**src/rtl/count_sample_fifo.sv**
```systemverilog
// count_sample_fifo: capture buffer behind the gated photon counter.
// Each end-of-gate strobe writes the held count into a circular buffer.
// The buffer drains as a first-word-fall-through valid/ready stream.
// M_LAST marks every BATCH-th word read, and OVERFLOW sticks on a dropped capture.
// Optional macro COUNT_THRESH_EN stores a bright/dark bit (COUNT_IN >= THRESH)
// with each word and presents it as M_STATE.
module count_sample_fifo #(
  parameter int unsigned WIDTH  = 8,
  parameter int unsigned ADDR_W = 4,
  parameter int unsigned BATCH  = 100
) (
  input  logic              CLK,
  input  logic              RST_N,
  input  logic              CLEAR_IN,
  input  logic [WIDTH-1:0]  COUNT_IN,
  input  logic              FLUSH,
  input  logic [WIDTH-1:0]  THRESH,
  output logic              M_VALID,
  input  logic              M_READY,
  output logic [WIDTH-1:0]  M_DATA,
  output logic              M_STATE,
  output logic              M_LAST,
  output logic [ADDR_W:0]   LEVEL,
  output logic              OVERFLOW,
  input  logic              OVF_CLR
);

  localparam int unsigned DEPTH  = 2 ** ADDR_W;
  localparam int unsigned PTR_W  = ADDR_W + 1;
  localparam int unsigned BCNT_W = $clog2(BATCH + 1);
`ifdef COUNT_THRESH_EN
  localparam int unsigned ENTRY_W = WIDTH + 1;
`else
  localparam int unsigned ENTRY_W = WIDTH;
`endif

  logic [ENTRY_W-1:0] mem [DEPTH];
  logic [PTR_W-1:0]   wr_ptr, rd_ptr;
  logic [PTR_W-1:0]   wr_ptr_nxt, rd_ptr_nxt;
  logic [BCNT_W-1:0]  batch_cnt;
  logic [ENTRY_W-1:0] entry_in;
  logic [ENTRY_W-1:0] head;
  logic               empty, full, wr_en, rd_en, drop, batch_end;

  // Occupancy flags; the pointer MSB separates full from empty
  assign empty = (wr_ptr == rd_ptr);
  assign full  = (wr_ptr[ADDR_W] != rd_ptr[ADDR_W]) &&
                 (wr_ptr[ADDR_W-1:0] == rd_ptr[ADDR_W-1:0]);

`ifdef COUNT_THRESH_EN
  assign entry_in = {(COUNT_IN >= THRESH), COUNT_IN};
`else
  logic unused_thresh;
  assign unused_thresh = ^THRESH;
  assign entry_in      = COUNT_IN;
`endif

  // Handshake decode; flush discards both the read and the capture of its cycle
  always_comb begin
    rd_en      = 1'b0;
    wr_en      = 1'b0;
    drop       = 1'b0;
    wr_ptr_nxt = wr_ptr;
    rd_ptr_nxt = rd_ptr;
    if (FLUSH) begin
      rd_ptr_nxt = wr_ptr;
    end else begin
      rd_en = !empty && M_READY;
      wr_en = CLEAR_IN && (!full || rd_en);
      drop  = CLEAR_IN && full && !rd_en;
      if (rd_en) rd_ptr_nxt = rd_ptr + PTR_W'(1);
      if (wr_en) wr_ptr_nxt = wr_ptr + PTR_W'(1);
    end
  end

  assign batch_end = (batch_cnt == BCNT_W'(BATCH - 1));

  // Pointer, occupancy, batch and overflow state
  always_ff @(posedge CLK or negedge RST_N) begin
    if (!RST_N) begin
      wr_ptr    <= '0;
      rd_ptr    <= '0;
      LEVEL     <= '0;
      batch_cnt <= '0;
      OVERFLOW  <= 1'b0;
    end else begin
      wr_ptr <= wr_ptr_nxt;
      rd_ptr <= rd_ptr_nxt;
      LEVEL  <= wr_ptr_nxt - rd_ptr_nxt;
      if (FLUSH)
        batch_cnt <= '0;
      else if (rd_en)
        batch_cnt <= batch_end ? '0 : batch_cnt + BCNT_W'(1);
      if (drop)
        OVERFLOW <= 1'b1;
      else if (OVF_CLR)
        OVERFLOW <= 1'b0;
    end
  end

  // Storage array; contents survive reset
  always_ff @(posedge CLK) begin
    if (wr_en) mem[wr_ptr[ADDR_W-1:0]] <= entry_in;
  end

  // Fall-through head; outputs forced to zero while the buffer is empty
  assign head    = mem[rd_ptr[ADDR_W-1:0]];
  assign M_VALID = !empty;
  assign M_DATA  = M_VALID ? head[WIDTH-1:0] : '0;
  assign M_LAST  = M_VALID && batch_end;
`ifdef COUNT_THRESH_EN
  assign M_STATE = M_VALID && head[WIDTH];
`else
  assign M_STATE = 1'b0;
`endif

endmodule
```
**config.mk**
```make
export PLATFORM = sky130hd
export DESIGN_NAME = count_sample_fifo
export DESIGN_NICKNAME = d
export VERILOG_FILES = /design/src/rtl/count_sample_fifo.sv
export SDC_FILE = /design/constraint.sdc
export NUM_CORES = 1
export LEC_CHECK = 0
export BUFFER_PORTS_ARGS = -buffer_cell sky130_fd_sc_hd__buf_2
export CAP_MARGIN = 20
export CORE_UTILIZATION = 35
export CTS_CLUSTER_DIAMETER = 80
export DETAILED_ROUTE_END_ITERATION = 8
export PLACE_DENSITY = 0.58
export SYNTH_ARGS = -nofsm -noshare
export SYNTH_HDL_FRONTEND = slang
export SYNTH_SLANG_ARGS = --single-unit
```
**constraint.sdc**
```tcl
create_clock -name CLK -period 3 [get_ports CLK]
set_clock_uncertainty 0.15 [all_clocks]
set_input_delay 0.15 -clock CLK [delete_from_list [all_inputs] [get_ports CLK]]
set_output_delay 0.15 -clock CLK [all_outputs]
set_load 0.02 [all_outputs]
```
==> reports/qor.csv, run 1 <==
stage,metric,value,unit
outcome,outcome,"finished, final reports clean",
worst_setup_path,crit path cell chain,buf_8 -> mux4_2 -> mux4_2 -> nor2b_1 -> buf_2,
grt,initial antenna violation count,0,
floorplan,row cnt,48,
grt,GRT Util Overall,0.141,
flow_run,Max-Cap Viols,0,
worst_setup_path,crit path capture type,primary output,
clocking,clock tree root driver cell,clkbuf_16,
synthesis,Synth warnings,0,
synthesis,sequential-to-total area share from yosys stat,0.694,
synthesis,"area leader, netlist",edfxtp_1,
pwr,Overall Power,7.19,mW
grt,met1 Usage GRT,0.187,
floorplan,IO Count,39,
pwr,leak pwr,2.68,nW
floorplan,Die Ht,137,um
final_layout,sequential cell area,4420,sq um
routing,DRC viols,0,
synthesis,Post-Syn Nets,381,
clocking,CTS HTree Levels,4,
routing,Vias per Instance,5.05,
synthesis,synth unique cells,42,
clocking,Skew-Pair Late Insertion Delay,0.41,ns
grt,largest net degree at the start of global routing,36,
timing,Worst-Margin Slew,0.571,ns
synthesis,most common cell in the netlist,edfxtp_1,
timing,RSZ-0062 raised after global routing,true,
clocking,CTS sink cnt,151,
synthesis,largest cells by area after synthesis,"edfxtp_1, mux4_2, dfrtp_1",
worst_setup_path,"Req. time, crit path",2.70,ns
worst_setup_path,"delay-heaviest family, CP",multiplexers,
routing,Initial DRC Count,241,
grt,Overflow after GRT,0,
floorplan,Initial Utilization,0.363,
pwr,PwrDens,949,nW/um^2
synthesis,Yosys reg bits,151,
final_layout,post-layout net count,446,
routing,Via Count,3289,
timing,Finish-stage setup viols,0,
worst_setup_path,Most common cell on crit path,mux4_2,
placement,PortBufs,29,
routing,remaining antenna violation count after routing,0,
final_layout,fin cells,651,
clocking,total CTS buffers,17,
placement,RD Place Congestion,0.788,
floorplan,total core area,17500,sq um
synthesis,"EDFF count, synth",128,
timing,max-slew headroom at the worst pin,0.615,
synthesis,Synth Area per Inst,18.3,sq um
timing,Slew Limit Fails,0,
grt,first-pass GRT wire length,18.6,mm
final_layout,Antenna Cells,0,
final_layout,fillers,1573,
grt,vias in the first global route,3343,
timing,setup TNS,0,ns
clocking,deepest clock path buffer count,2,
final_layout,footprint of the multi-input gates,1840,sq um
routing,routed wire length,12.1,mm
synthesis,Async SR Flop Fraction,0.152,
worst_setup_path,CP max-delay cell,mux4_2,
grt,busiest grt layer,met2,
synthesis,Synth top area share,0.604,
routing,First-pass DRT Iterations,4,
worst_setup_path,worst-path maximum fanout,35,
worst_setup_path,crit path launch type,register,
worst_setup_path,Worst EP arrival,2.58,ns
timing,minimum clock period after layout,2.88,ns
grt,met3 usage,0.0256,
clocking,CTS tree,yes,
worst_setup_path,CP max stage delay,0.59,ns
synthesis,dominant synthesized flop cell,edfxtp_1,
routing,post-DR wirelength/cell,18.5,um
clocking,clock-pin slew on the worst setup and hold paths,0.06,ns
hold_path,type of the most critical hold path,input port to async pin,
synthesis,Commonest cells post-synth,"edfxtp_1, mux4_2, dfrtp_1, and3_1, nand2_1",
floorplan,width of the die,137,um
worst_setup_path,CP bufs+invs,2,
timing,final hold vios,0,
synthesis,Synth Instances,348,
grt,met2 Use GR,0.224,
synthesis,Netlist Area Pre-Place,6370,sq um
timing,crit share post-route,0.960,
final_layout,Area Overhead vs Synth,19.1,%
placement,HPWL Detailed,7.64,mm
final_layout,layout cells sized above 1,0.326,
floorplan,die area,18700,sq um
placement,dpl cells,605,
timing,Fmax,0.347,GHz
pwr,Max IR drop VDD,0.396,mV
worst_setup_path,Crit Path Class,register to primary output,
final_layout,"Core Util, Final",0.432,
path summary, 6_finish.rpt:
kind                                                from                       end  slack, ns  depth (start not counted)
max in group asynchronous                          RST_N       rd_ptr[0]$_DFF_PN0_       2.23                          2
worst max-delay path                 rd_ptr[0]$_DFF_PN0_                 M_DATA[0]       0.12                          5
min in group CLK                                 M_READY       rd_ptr[2]$_DFF_PN0_       0.11                          4
worst min register to register  batch_cnt[0]$_DFFE_PN0P_  batch_cnt[0]$_DFFE_PN0P_       0.37                          1
worst min-delay path                               RST_N  batch_cnt[3]$_DFFE_PN0P_       0.09                          2
worst max register to register       wr_ptr[0]$_DFF_PN0_        LEVEL[4]$_DFF_PN0_       0.13                         13
sequential cells by signal, indices dropped and copies added, names as in the netlist:
signal,cells
mem,128
batch_cnt,7
LEVEL,5
rd_ptr,5
wr_ptr,5
OVERFLOW,1
area by class of cell:
| cell class | instances | share of cell area |
|---|---|---|
| clock buffer | 18 | 0.0566 |
| clock inverter | 14 | 0.0153 |
| inverter | 11 | 0.00544 |
| multi-input combinational | 167 | 0.243 |
| sequential | 151 | 0.583 |
| tap | 225 | 0.0371 |
| timing repair buffer | 65 | 0.0597 |
kinds of logic after synthesis:
logic type                 share of synthesized area
muxes                                          0.150
adders and majority gates                     0.0228
xor gates and xnor gates                      0.0248
DFF                                            0.694
AOI/OAI and AO/OA                             0.0295
other                                       0.000589
and+or+nand+nor                               0.0554
buffers and inverters                         0.0236
power breakdown:
part	leakage, nW	switching, mW	internal, mW
Combinational	0.979	1.38	1.27
Clock	0.262	0.870	1.08
Sequential	1.44	0.100	2.49
through the flow:
stage	hold slack, ns	cell area [sq um]	setup slack, ns
6_report	0.0942	7580	0.121
5_1_grt	0.131	7580	-0.0284
4_1_cts	0.0846	7530	0.000702
3_5_place_dp	0.0100	6850	-0.220
3_3_place_gp	0.00285	6850	-0.142
2_1_floorplan	-0.296	6370	0.00234
per-layer routing:
layer  up-vias  share of wire
met3        21          0.049
met1      1680           0.43
met5         -              0
met4         0          0.019
met2        74           0.50
li1       1514              -
repair_timing:
action / 4_1_cts / 5_1_grt
gates resized for setup: 5 / 9
pin swaps: 0 / 9
endpoints found under the hold margin: 157 / 0
cloned: 0 / 0
hold buffers: 12 / 0
buffers inserted: 0 / 2
setup endpoints to repair: 9 / 9
cell usage in the layout, fill, tap and decap left out, types with 3 or more instances in the layout:
| cell | instances |
|---|---|
| and3_1 | 15 |
| ha_1 | 9 |
| nor2_1 | 7 |
| nand2_1 | 14 |
| xnor2_1 | 7 |
| clkbuf_16 | 17 |
| nand2b_1 | 3 |
| mux2i_1 | 4 |
| o21ai_0 | 4 |
| xnor2_2 | 4 |
| nand3_1 | 3 |
| edfxtp_1 | 128 |
| inv_6 | 5 |
| nand4_1 | 6 |
| xor2_1 | 7 |
| inv_1 | 9 |
| mux4_2 | 40 |
| a21oi_1 | 5 |
| nor2b_1 | 10 |
| dfrtp_1 | 22 |
| clkinvlp_4 | 3 |
| buf_2 | 29 |
| buf_4 | 23 |
| dlygate4sd3_1 | 12 |
(Power assumes the default switching activity.)
==> run 2: changes to the inputs <==
--- a/config.mk
+++ b/config.mk
@@ -7,10 +7,10 @@
 export LEC_CHECK = 0
 export BUFFER_PORTS_ARGS = -buffer_cell sky130_fd_sc_hd__buf_2
 export CAP_MARGIN = 20
-export CORE_UTILIZATION = 35
+export CORE_UTILIZATION = 44
 export CTS_CLUSTER_DIAMETER = 80
 export DETAILED_ROUTE_END_ITERATION = 8
-export PLACE_DENSITY = 0.58
+export PLACE_DENSITY = 0.68
 export SYNTH_ARGS = -nofsm -noshare
 export SYNTH_HDL_FRONTEND = slang
 export SYNTH_SLANG_ARGS = --single-unit
==> run 2 against run 1 <==
  * Cell area is 1.1% lower
  * Critical path depth rose by 6
  * Power down 0.13%
  * Worst hold slack worse by 0.0069 ns
  * Utilization rose by 10 points
  * Highest routed layer unchanged
  * Clock power grew 4%
  * Setup slack worse by 0.0099 ns
==> reports/qor.csv, run 2 (synthesis gave the netlist of run 1 again) <==
stage,metric,value,unit,change
clocking,CTS tree,yes,,
timing,minimum clock period after layout,2.89,ns,+0.00991 ns
final_layout,fillers,1097,,-30%
timing,crit share post-route,0.963,,+0.00330
timing,Finish-stage setup viols,0,,unchanged
final_layout,fin area,7500,sq um,-1.1%
clocking,clock-pin slew on the worst setup and hold paths,0.06,ns,about the same
floorplan,Die Ht,122,um,-11%
routing,Initial DRC Count,351,,+46%
clocking,total CTS buffers,17,,unchanged
worst_setup_path,Crit Path Class,register to register,,
floorplan,width of the die,122,um,-11%
final_layout,most frequent cells in the layout,"edfxtp_1, mux4_2, buf_2",,
routing,routed wire length,12.5,mm,+3.7%
worst_setup_path,worst-path maximum fanout,10,,-71%
hold_path,type of the most critical hold path,input port to async pin,,
grt,vias in the first global route,3299,,-1.3%
timing,RSZ-0062 raised after global routing,true,,
clocking,CTS HTree Levels,4,,unchanged
clocking,number of setup buffers added after CTS,0,,unchanged
routing,First-pass DRT Iterations,4,,unchanged
final_layout,layout cells sized above 1,0.310,,-0.0166
routing,Via Count,3341,,+1.6%
timing,Worst-Margin Slew,0.544,ns,-0.0274 ns
final_layout,max reg flops,128,,unchanged
worst_setup_path,crit path capture type,register,,
flow_run,Max-Cap Viols,0,,unchanged
routing,DRC viols,0,,unchanged
final_layout,Antenna Cells,0,,unchanged
placement,PortBufs,29,,unchanged
worst_setup_path,"Req. time, crit path",3.20,ns,+0.50 ns
routing,post-DR wirelength/cell,20.7,um,+12%
worst_setup_path,Worst EP arrival,3.09,ns,+0.51 ns
routing,remaining antenna violation count after routing,0,,unchanged
grt,GRT Util Overall,0.183,,+0.0424
timing,final hold vios,0,,unchanged
clocking,CTS sink cnt,151,,unchanged
floorplan,total core area,14000,sq um,-20%
clocking,clock tree root driver cell,clkbuf_16,,
final_layout,"Core Util, Final",0.536,,+0.104
placement,Placed Area,6790,sq um,-0.93%
final_layout,"most common cell after layout, fill and taps aside",edfxtp_1,,
floorplan,IO Count,39,,unchanged
pwr,Max IR drop VDD,0.436,mV,+10%
final_layout,Area Overhead vs Synth,17.8,%,
grt,Overflow after GRT,0,,unchanged
pwr,Overall Power,7.18,mW,-0.13%
pwr,leak pwr,2.67,nW,-0.51%
timing,max-slew headroom at the worst pin,0.637,,+0.0223
routing,Vias per Instance,5.54,,+9.7%
timing,setup TNS,0,ns,unchanged
placement,dpl cells,559,,-7.6%
floorplan,row cnt,43,,-10%
final_layout,fin cells,603,,-7.4%
grt,initial antenna violation count,0,,unchanged
pwr,PwrDens,958,nW/um^2,+0.93%
placement,HPWL Detailed,7.81,mm,+2.1%
grt,first-pass GRT wire length,19.2,mm,+3.2%
clocking,deepest clock path buffer count,2,,unchanged
worst_setup_path,crit path launch type,register,,
timing,Slew Limit Fails,0,,unchanged
timing,Fmax,0.346,GHz,-0.34%
placement,RD Place Congestion,0.789,,+0.11%
clocking,Skew-Pair Late Insertion Delay,0.42,ns,about the same
floorplan,die area,15000,sq um,-20%
final_layout,post-layout net count,443,,-0.67%
grt,largest net degree at the start of global routing,36,,unchanged
floorplan,Initial Utilization,0.455,,+0.0921
outcome,outcome,"finished, final reports clean",,
## run 2: cell types whose count changed in the layout (fill, tap and decap cells not counted), sizes merged
cell / before / now
clkinv: 4 / 1
buf: 53 / 50
inv: 18 / 20
clkinvlp: 3 / 4
## run 2: layer usage
metal	routed length, um	global-route usage	vias up
met3	487	0.0339	16
met4	214	0.0755	0
met1	5640	0.252	1737
met2	6160	0.289	82
li1	-	-	1506
met5	0	0	-
## run 2: where the power goes
part	switching, mW	total (mW)	internal [mW]
Clock	0.925	2.02	1.10
Sequential	0.0958	2.59	2.49
Combinational	1.37	2.58	1.20
Total	2.39	7.18	4.79
## run 2: path summary, 6_finish.rpt
| check | depth (start not counted) | end | from | slack, ns |
|---|---|---|---|---|
| max in group asynchronous | 2 | rd_ptr[0]$_DFF_PN0_ | RST_N | 2.22 |
| worst max register to register | 11 | LEVEL[4]$_DFF_PN0_ | rd_ptr[0]$_DFF_PN0_ | 0.11 |
| worst max-delay path | 11 | LEVEL[4]$_DFF_PN0_ | rd_ptr[0]$_DFF_PN0_ | 0.11 |
| worst min register to register | 1 | batch_cnt[0]$_DFFE_PN0P_ | batch_cnt[0]$_DFFE_PN0P_ | 0.36 |
| worst min-delay path | 2 | batch_cnt[2]$_DFFE_PN0P_ | RST_N | 0.09 |
| min in group CLK | 4 | rd_ptr[0]$_DFF_PN0_ | M_READY | 0.09 |
## run 2: layout make-up
class / count / area [sq um] / area share
clock buffer: 18 / 429 / 0.0572
clock inverter: 14 / 135 / 0.0180
inverter: 11 / 41.3 / 0.00550
multi-input combinational: 167 / 1830 / 0.243
sequential: 151 / 4420 / 0.589
tap: 180 / 225 / 0.0300
timing repair buffer: 62 / 427 / 0.0569
## run 2: worst max-delay path, cell delays in order, from the launching register on
cell and delay [ns]:
dfrtp_2 0.43, xnor2_1 0.20, nand4_1 0.18, o21ai_2 0.20, buf_6 0.16, mux2i_1 0.09
o21a_1 0.24, fa_1 0.44, a21o_1 0.20, a21oi_1 0.19, xor2_1 0.20, xnor2_1 0.13
## run 2: repair_timing
action | in CTS | in global routing
endpoints found under the hold margin | 153 | 0
resized for setup | 1 | 7
setup endpoints to repair | 1 | 2
hold buffers | 12 | 0
pin swaps | 0 | 2
## run 2: metrics by stage
step	hold slack, ns	setup WS (ns)
global route	0.120	-0.0354
floorplan	-0.296	0.00234
global placement	-0.00274	0.0822
detailed placement	0.00886	0.0221
finish	0.0873	0.111
CTS	0.0926	0.0672
